$ cat config.mk
export PLATFORM = sky130hd
export DESIGN_NAME = stopwatch_ctrl
export DESIGN_NICKNAME = d
export VERILOG_FILES = /design/src/rtl/stopwatch_ctrl.sv
export SDC_FILE = /design/constraint.sdc
export NUM_CORES = 1
export LEC_CHECK = 0
export CAP_MARGIN = 25
export CORE_MARGIN = 8
export CORE_UTILIZATION = 34
export CTS_BUF_LIST = sky130_fd_sc_hd__clkbuf_8
export DETAILED_ROUTE_END_ITERATION = 8
export GPL_TIMING_DRIVEN = 0
export PLACE_DENSITY = 0.58
export SLEW_MARGIN = 30
export SYNTH_ARGS = -nofsm -noshare
export SYNTH_HDL_FRONTEND = slang
export SYNTH_SLANG_ARGS = --single-unit
$ cat constraint.sdc
create_clock -name clk -period 2.8 [get_ports clk]
set_clock_uncertainty 0.2 [all_clocks]
set_input_delay 0.84 -clock clk [delete_from_list [all_inputs] [get_ports clk]]
set_output_delay 0.84 -clock clk [all_outputs]
set_load 0.005 [all_outputs]
$ cat src/rtl/stopwatch_ctrl.sv
// stopwatch_ctrl: three debounced push buttons (start/stop, clear, direction)
// controlling a modulo-MOD up/down counter that advances on a prescaled tick.
`timescale 1ns/1ps
module stopwatch_ctrl #(
  parameter int unsigned CNT_W        = 4,
  parameter int unsigned MOD          = 16,
  parameter int unsigned TICK_DIV     = 125000000,
  parameter int unsigned DEB_DIV      = 1250000,
  parameter int unsigned DEB_SAMPLES  = 2,
  parameter int unsigned RUN_AT_RESET = 1
) (
  input  logic             clk,
  input  logic             rst_n,
  input  logic [2:0]       btn,
  output logic [CNT_W-1:0] ld,
  output logic             running,
  output logic             dir_down,
  output logic             wrap
);

  localparam int unsigned NBTN   = 3;
  localparam int unsigned TICK_W = (TICK_DIV > 1) ? $clog2(TICK_DIV) : 1;
  localparam int unsigned DEB_W  = (DEB_DIV > 1) ? $clog2(DEB_DIV) : 1;

  localparam logic [CNT_W-1:0]  LD_MAX    = CNT_W'(MOD - 1);
  localparam logic [TICK_W-1:0] TICK_LAST = TICK_W'(TICK_DIV - 1);
  localparam logic [DEB_W-1:0]  DEB_LAST  = DEB_W'(DEB_DIV - 1);
  localparam logic              RUN_RST   = (RUN_AT_RESET != 0);

  logic [NBTN-1:0]                  sync1, sync2;
  logic [DEB_W-1:0]                 deb_cnt;
  logic                             deb_strobe_c;
  logic [NBTN-1:0][DEB_SAMPLES-1:0] win, win_nxt_c;
  logic [NBTN-1:0]                  stable, stable_nxt_c, stable_d, press_c;
  logic [TICK_W-1:0]                tick_cnt;
  logic                             tick_c;
  logic [CNT_W-1:0]                 ld_nxt_c;
  logic                             wrap_nxt_c, running_nxt_c, dir_down_nxt_c;

  // Two-flop synchronisers for the asynchronous button pins
  always_ff @(posedge clk or negedge rst_n) begin
    if (!rst_n) begin
      sync1 <= '0;
      sync2 <= '0;
    end else begin
      sync1 <= btn;
      sync2 <= sync1;
    end
  end

  // Free-running debounce sample strobe
  assign deb_strobe_c = (deb_cnt == DEB_LAST);

  always_ff @(posedge clk or negedge rst_n) begin
    if (!rst_n)            deb_cnt <= '0;
    else if (deb_strobe_c) deb_cnt <= '0;
    else                   deb_cnt <= deb_cnt + DEB_W'(1);
  end

  // Sample window shift and unanimous-vote level update
  always_comb begin
    win_nxt_c    = win;
    stable_nxt_c = stable;
    for (int unsigned i = 0; i < NBTN; i++) begin
      win_nxt_c[i][0] = sync2[i];
      for (int unsigned k = 1; k < DEB_SAMPLES; k++) begin
        win_nxt_c[i][k] = win[i][k-1];
      end
      if (deb_strobe_c) begin
        if (&win_nxt_c[i])       stable_nxt_c[i] = 1'b1;
        else if (~|win_nxt_c[i]) stable_nxt_c[i] = 1'b0;
      end
    end
  end

  always_ff @(posedge clk or negedge rst_n) begin
    if (!rst_n) begin
      win      <= '0;
      stable   <= '0;
      stable_d <= '0;
    end else begin
      if (deb_strobe_c) win <= win_nxt_c;
      stable   <= stable_nxt_c;
      stable_d <= stable;
    end
  end

  assign press_c = stable & ~stable_d;

  // Count tick prescaler; clear restarts the phase
  assign tick_c = (tick_cnt == TICK_LAST);

  always_ff @(posedge clk or negedge rst_n) begin
    if (!rst_n)                  tick_cnt <= '0;
    else if (press_c[1] || tick_c) tick_cnt <= '0;
    else                         tick_cnt <= tick_cnt + TICK_W'(1);
  end

  // Counter control: clear beats tick; tick sees pre-toggle running/dir_down
  always_comb begin
    ld_nxt_c       = ld;
    wrap_nxt_c     = 1'b0;
    running_nxt_c  = running ^ press_c[0];
    dir_down_nxt_c = dir_down ^ press_c[2];
    if (press_c[1]) begin
      ld_nxt_c = '0;
    end else if (tick_c && running) begin
      if (!dir_down) begin
        if (ld == LD_MAX) begin
          ld_nxt_c   = '0;
          wrap_nxt_c = 1'b1;
        end else begin
          ld_nxt_c = ld + CNT_W'(1);
        end
      end else begin
        if (ld == '0) begin
          ld_nxt_c   = LD_MAX;
          wrap_nxt_c = 1'b1;
        end else begin
          ld_nxt_c = ld - CNT_W'(1);
        end
      end
    end
  end

  always_ff @(posedge clk or negedge rst_n) begin
    if (!rst_n) begin
      ld       <= '0;
      running  <= RUN_RST;
      dir_down <= 1'b0;
      wrap     <= 1'b0;
    end else begin
      ld       <= ld_nxt_c;
      running  <= running_nxt_c;
      dir_down <= dir_down_nxt_c;
      wrap     <= wrap_nxt_c;
    end
  end

endmodule

==> flow_metrics.env, run 1 <==
export IMPL_status="complete, no violations"
export IMPL_power_switching_mw=0.415
export IMPL_peakVddDrop_uv=292
export IMPL_r2r_end="stable[0]"
export IMPL_p_leak_nw=1.66
export IMPL_slowest_stage="dfstp_2"
export IMPL_grt_use_total_pct=10.3
export IMPL_synth_warnings=0
export IMPL_final_cell_count_no_fill=467
export IMPL_core_area_um2=9240
export IMPL_rrSetupSlack_ps=460
export IMPL_ant_nets=0
export IMPL_die_w_um=114
export IMPL_pwr_share_seq_pct=54.9
export IMPL_fin_nets=345
export IMPL_worst_path_max_fanout=5
export IMPL_crit_type="reg2out"
export IMPL_synthArstFlopShare_pct=100
export IMPL_io_pins=12
export IMPL_final_min_clock_period_ps=2490
export IMPL_cts_setup_buffers=0
export IMPL_cp_required_ps=1760
export IMPL_syn_area_um2=3250
export IMPL_start_kind="flop"
export IMPL_overflow=0
export IMPL_crit_path_max_incr_delay_ps=600
export IMPL_clock_path_buffers=2
export IMPL_rows=35
export IMPL_antenna_found_initial=0
export IMPL_die_h_um=114
export IMPL_insertion_delay_ps=340
export IMPL_cts_resized=0
export IMPL_hold_viol_final=0
export IMPL_worstReg2RegStart="deb_cnt[0]"
export IMPL_cpLargestDelayFamily="flip-flops"
export IMPL_worstPathCellList="clkdlybuf4s50_1"
export IMPL_p_comb_share_pct=1.6
export IMPL_synth_cells=310
export IMPL_syn_to_final_growth_pct=15.2
export IMPL_whs_path_depth=0
export IMPL_fillers=923
export IMPL_seqCellArea_um2=1750
export IMPL_max_freq_mhz=402
export IMPL_grt_start_max_net_pins=45
export IMPL_io_buffer_count=11
export IMPL_fin_crit_sh_pct=88.9
export IMPL_hp_class="reg2reg"
export IMPL_ys_seq_area_share_pct=53.9
export IMPL_layout_commonest_cell="dfrtp_1"
export IMPL_ys_seq_elements=70
export IMPL_placed_cells=451
export IMPL_clock_sinks=70
export IMPL_syn_area_per_cell_um2=10.5
export IMPL_cap_viol_max_count=0
export IMPL_hold_start="sync1[0]"
export IMPL_multi_input_area_um2=1420
export IMPL_wire_per_inst_um=12.4
export IMPL_die_area_um2=12900
export IMPL_htreeDepth=3
export IMPL_cts_buffers=9
export IMPL_slew_viol_final=0
export IMPL_dr_pass1_iters=4
export IMPL_initialDrtViolationCount=69
export IMPL_p_clk_share_pct=43.5
export IMPL_clk_pin_slew_worst_paths_ps=70
export IMPL_tritoncts="yes"
export IMPL_layout_common_cells="69 x dfrtp_1, 51 x nor2_1, 27 x nand2_1"
export IMPL_worst_pin_slew_ps=695
export IMPL_insertedDiodeCount=0
export IMPL_final_setup_viol_count=0
export IMPL_synth_cell_types=41
export IMPL_p_int_mw=1.44
export IMPL_syn_num_nets=322
export IMPL_synth_edf_count=0
export IMPL_drive_gt1_share_pct=10.1
export IMPL_grt_pass1_wl_mm=10.7
export IMPL_grt_pass1_vias=2311
export IMPL_switching_share_pct=22.4
export IMPL_setup_tns_ps=0
export IMPL_rsz0062_at_grt="false"
export IMPL_drc=0
export IMPL_ctsHoldBuffers=0
export IMPL_power_mw=1.85
export IMPL_gp_congestion=0.790
export IMPL_holdPathEnd="sync2[0]"
export IMPL_yosys_most_used_dff="dfrtp_1"
export IMPL_cp_arrival_ps=1450
export IMPL_vias=2234
export IMPL_power_density_nw_per_um2=495
export IMPL_initial_core_util_pct=35.2
export IMPL_max_slew_margin_pct=53.3
export IMPL_r2r_cells=6
export IMPL_viasPerCell=4.78
export IMPL_cp_num_buf_inv=1
export IMPL_hpwl_mm=4.01
export IMPL_cts_root_buf="clkbuf_8"
export IMPL_worstSetupEndpointType="output port"
export IMPL_drt_total_wl_mm=5.79
==> worst max path at each step <==
stage / startpoint / to / cells past startpoint
after global placement: rst_n / deb_cnt[7] / 1
after detailed placement: deb_cnt[0] / stable[0] / 6
final: running / running / 1
after global routing: deb_cnt[0] / stable[0] / 6
after floorplan: tick_cnt[23] / tick_cnt[10] / 6
after CTS: running / running / 1
==> flip-flops by register name, summed over array words and instances (netlist names) <==
name,count
tick_cnt,27
win,3
wrap,1
running,1
sync2,3
deb_cnt,21
stable,3
dir_down,1
stable_d,3
ld,4
sync1,3
==> area by class of cell <==
class | instances | share of cell area, %
tap | 129 | 4.31
buffer | 7 | 1.30
clock buffer | 9 | 3.31
timing repair buffer | 12 | 3.61
multi-input combinational | 225 | 37.9
inverter | 8 | 0.802
sequential | 70 | 46.8
clock inverter | 7 | 1.94
==> power by group through the flow <==
stage / Combinational, mW / Sequential [mW] / Clock [mW]
after floorplan: 0.000945 / 1.04 / 0
after global placement: 0.0273 / 1.04 / 0
after detailed placement: 0.0318 / 1.04 / 0
after CTS: 0.0320 / 1.02 / 0.841
after global routing: 0.0353 / 1.02 / 0.879
final: 0.0298 / 1.02 / 0.805
==> per-layer routing <==
metal / vias up / wire length (um) / GRT usage [%]
met5: - / 0 / 0
met4: 0 / 132 / 5.42
met3: 11 / 160 / 2.96
met2: 24 / 2670 / 15.7
met1: 1095 / 2820 / 13.0
li1: 1104 / - / -
==> per-stage QoR <==
stage / area, um2 / setup slack, ps / hold slack, ps / utilization [%]
floorplan: 3250 / 732 / 131 / -
global placement: 3520 / -1750 / 132 / 38.1
detailed placement: 3550 / 467 / 137 / 38.4
CTS: 3740 / 275 / 156 / 40.5
global route: 3740 / 122 / 161 / 40.5
finish: 3740 / 311 / 152 / 40.5
==> logic make-up (layout without fill, tap and decap cells) <==
logic type / Yosys count / count (layout) / synth area share [%]
buffers and inverters: 15 / 43 / 2.43
AOI/OAI and AO/OA: 15 / 15 / 2.89
and+or+nand+nor: 154 / 154 / 24.6
xor gates and xnor gates: 45 / 45 / 12.1
adders and majority gates: 7 / 7 / 2.70
muxes: 4 / 4 / 1.35
DFF: 70 / 70 / 53.9
==> cell usage after synthesis, types with 2 or more instances <==
library cell  number  area share, %
nand4_1           17            3.3
mux2_2             3            1.0
ha_1               7            2.7
dfrtp_1           69             53
nor4_2             2           0.77
and4_1             3           0.81
nor2_1            51            5.9
nand3_1           19            2.9
xor2_1            26            7.0
inv_1              8           0.92
buf_6              3            1.0
xnor2_1           19            5.1
or2_2              4           0.77
nand2b_1           2           0.38
nand2_1           27            3.1
nor3_1             5           0.77
and3_1             6            1.2
nand3b_1           2           0.46
nor2b_1            2           0.38
nor4_1             5           0.96
clkbuf_1           4           0.46
o21ai_0            5           0.77
a21oi_1            3           0.46
(Power assumes the default switching activity.)
==> run 2: changes to the inputs <==
--- a/config.mk
+++ b/config.mk
@@ -5,6 +5,7 @@
 export SDC_FILE = /design/constraint.sdc
 export NUM_CORES = 1
 export LEC_CHECK = 0
+export ABC_CLOCK_PERIOD_IN_PS = 2900
 export CAP_MARGIN = 25
 export CORE_MARGIN = 8
 export CORE_UTILIZATION = 34
==> constraint.sdc (replaced) <==
create_clock -name clk -period 2.9 [get_ports clk]
set_clock_uncertainty 0.2 [all_clocks]
set_input_delay 0.87 -clock clk [delete_from_list [all_inputs] [get_ports clk]]
set_output_delay 0.87 -clock clk [all_outputs]
set_load 0.005 [all_outputs]
==> results of run 2 <==
The final DEF is identical to that of run 1. Status: complete, no violations.
Among the figures that moved: setup slack after placement 467 ps -> 567 ps; setup slack after layout 311 ps -> 381 ps; register-to-register setup slack 460 ps -> 560 ps; total power 1.85 mW -> 1.79 mW; worst IR drop on VDD 292 uV -> 282 uV
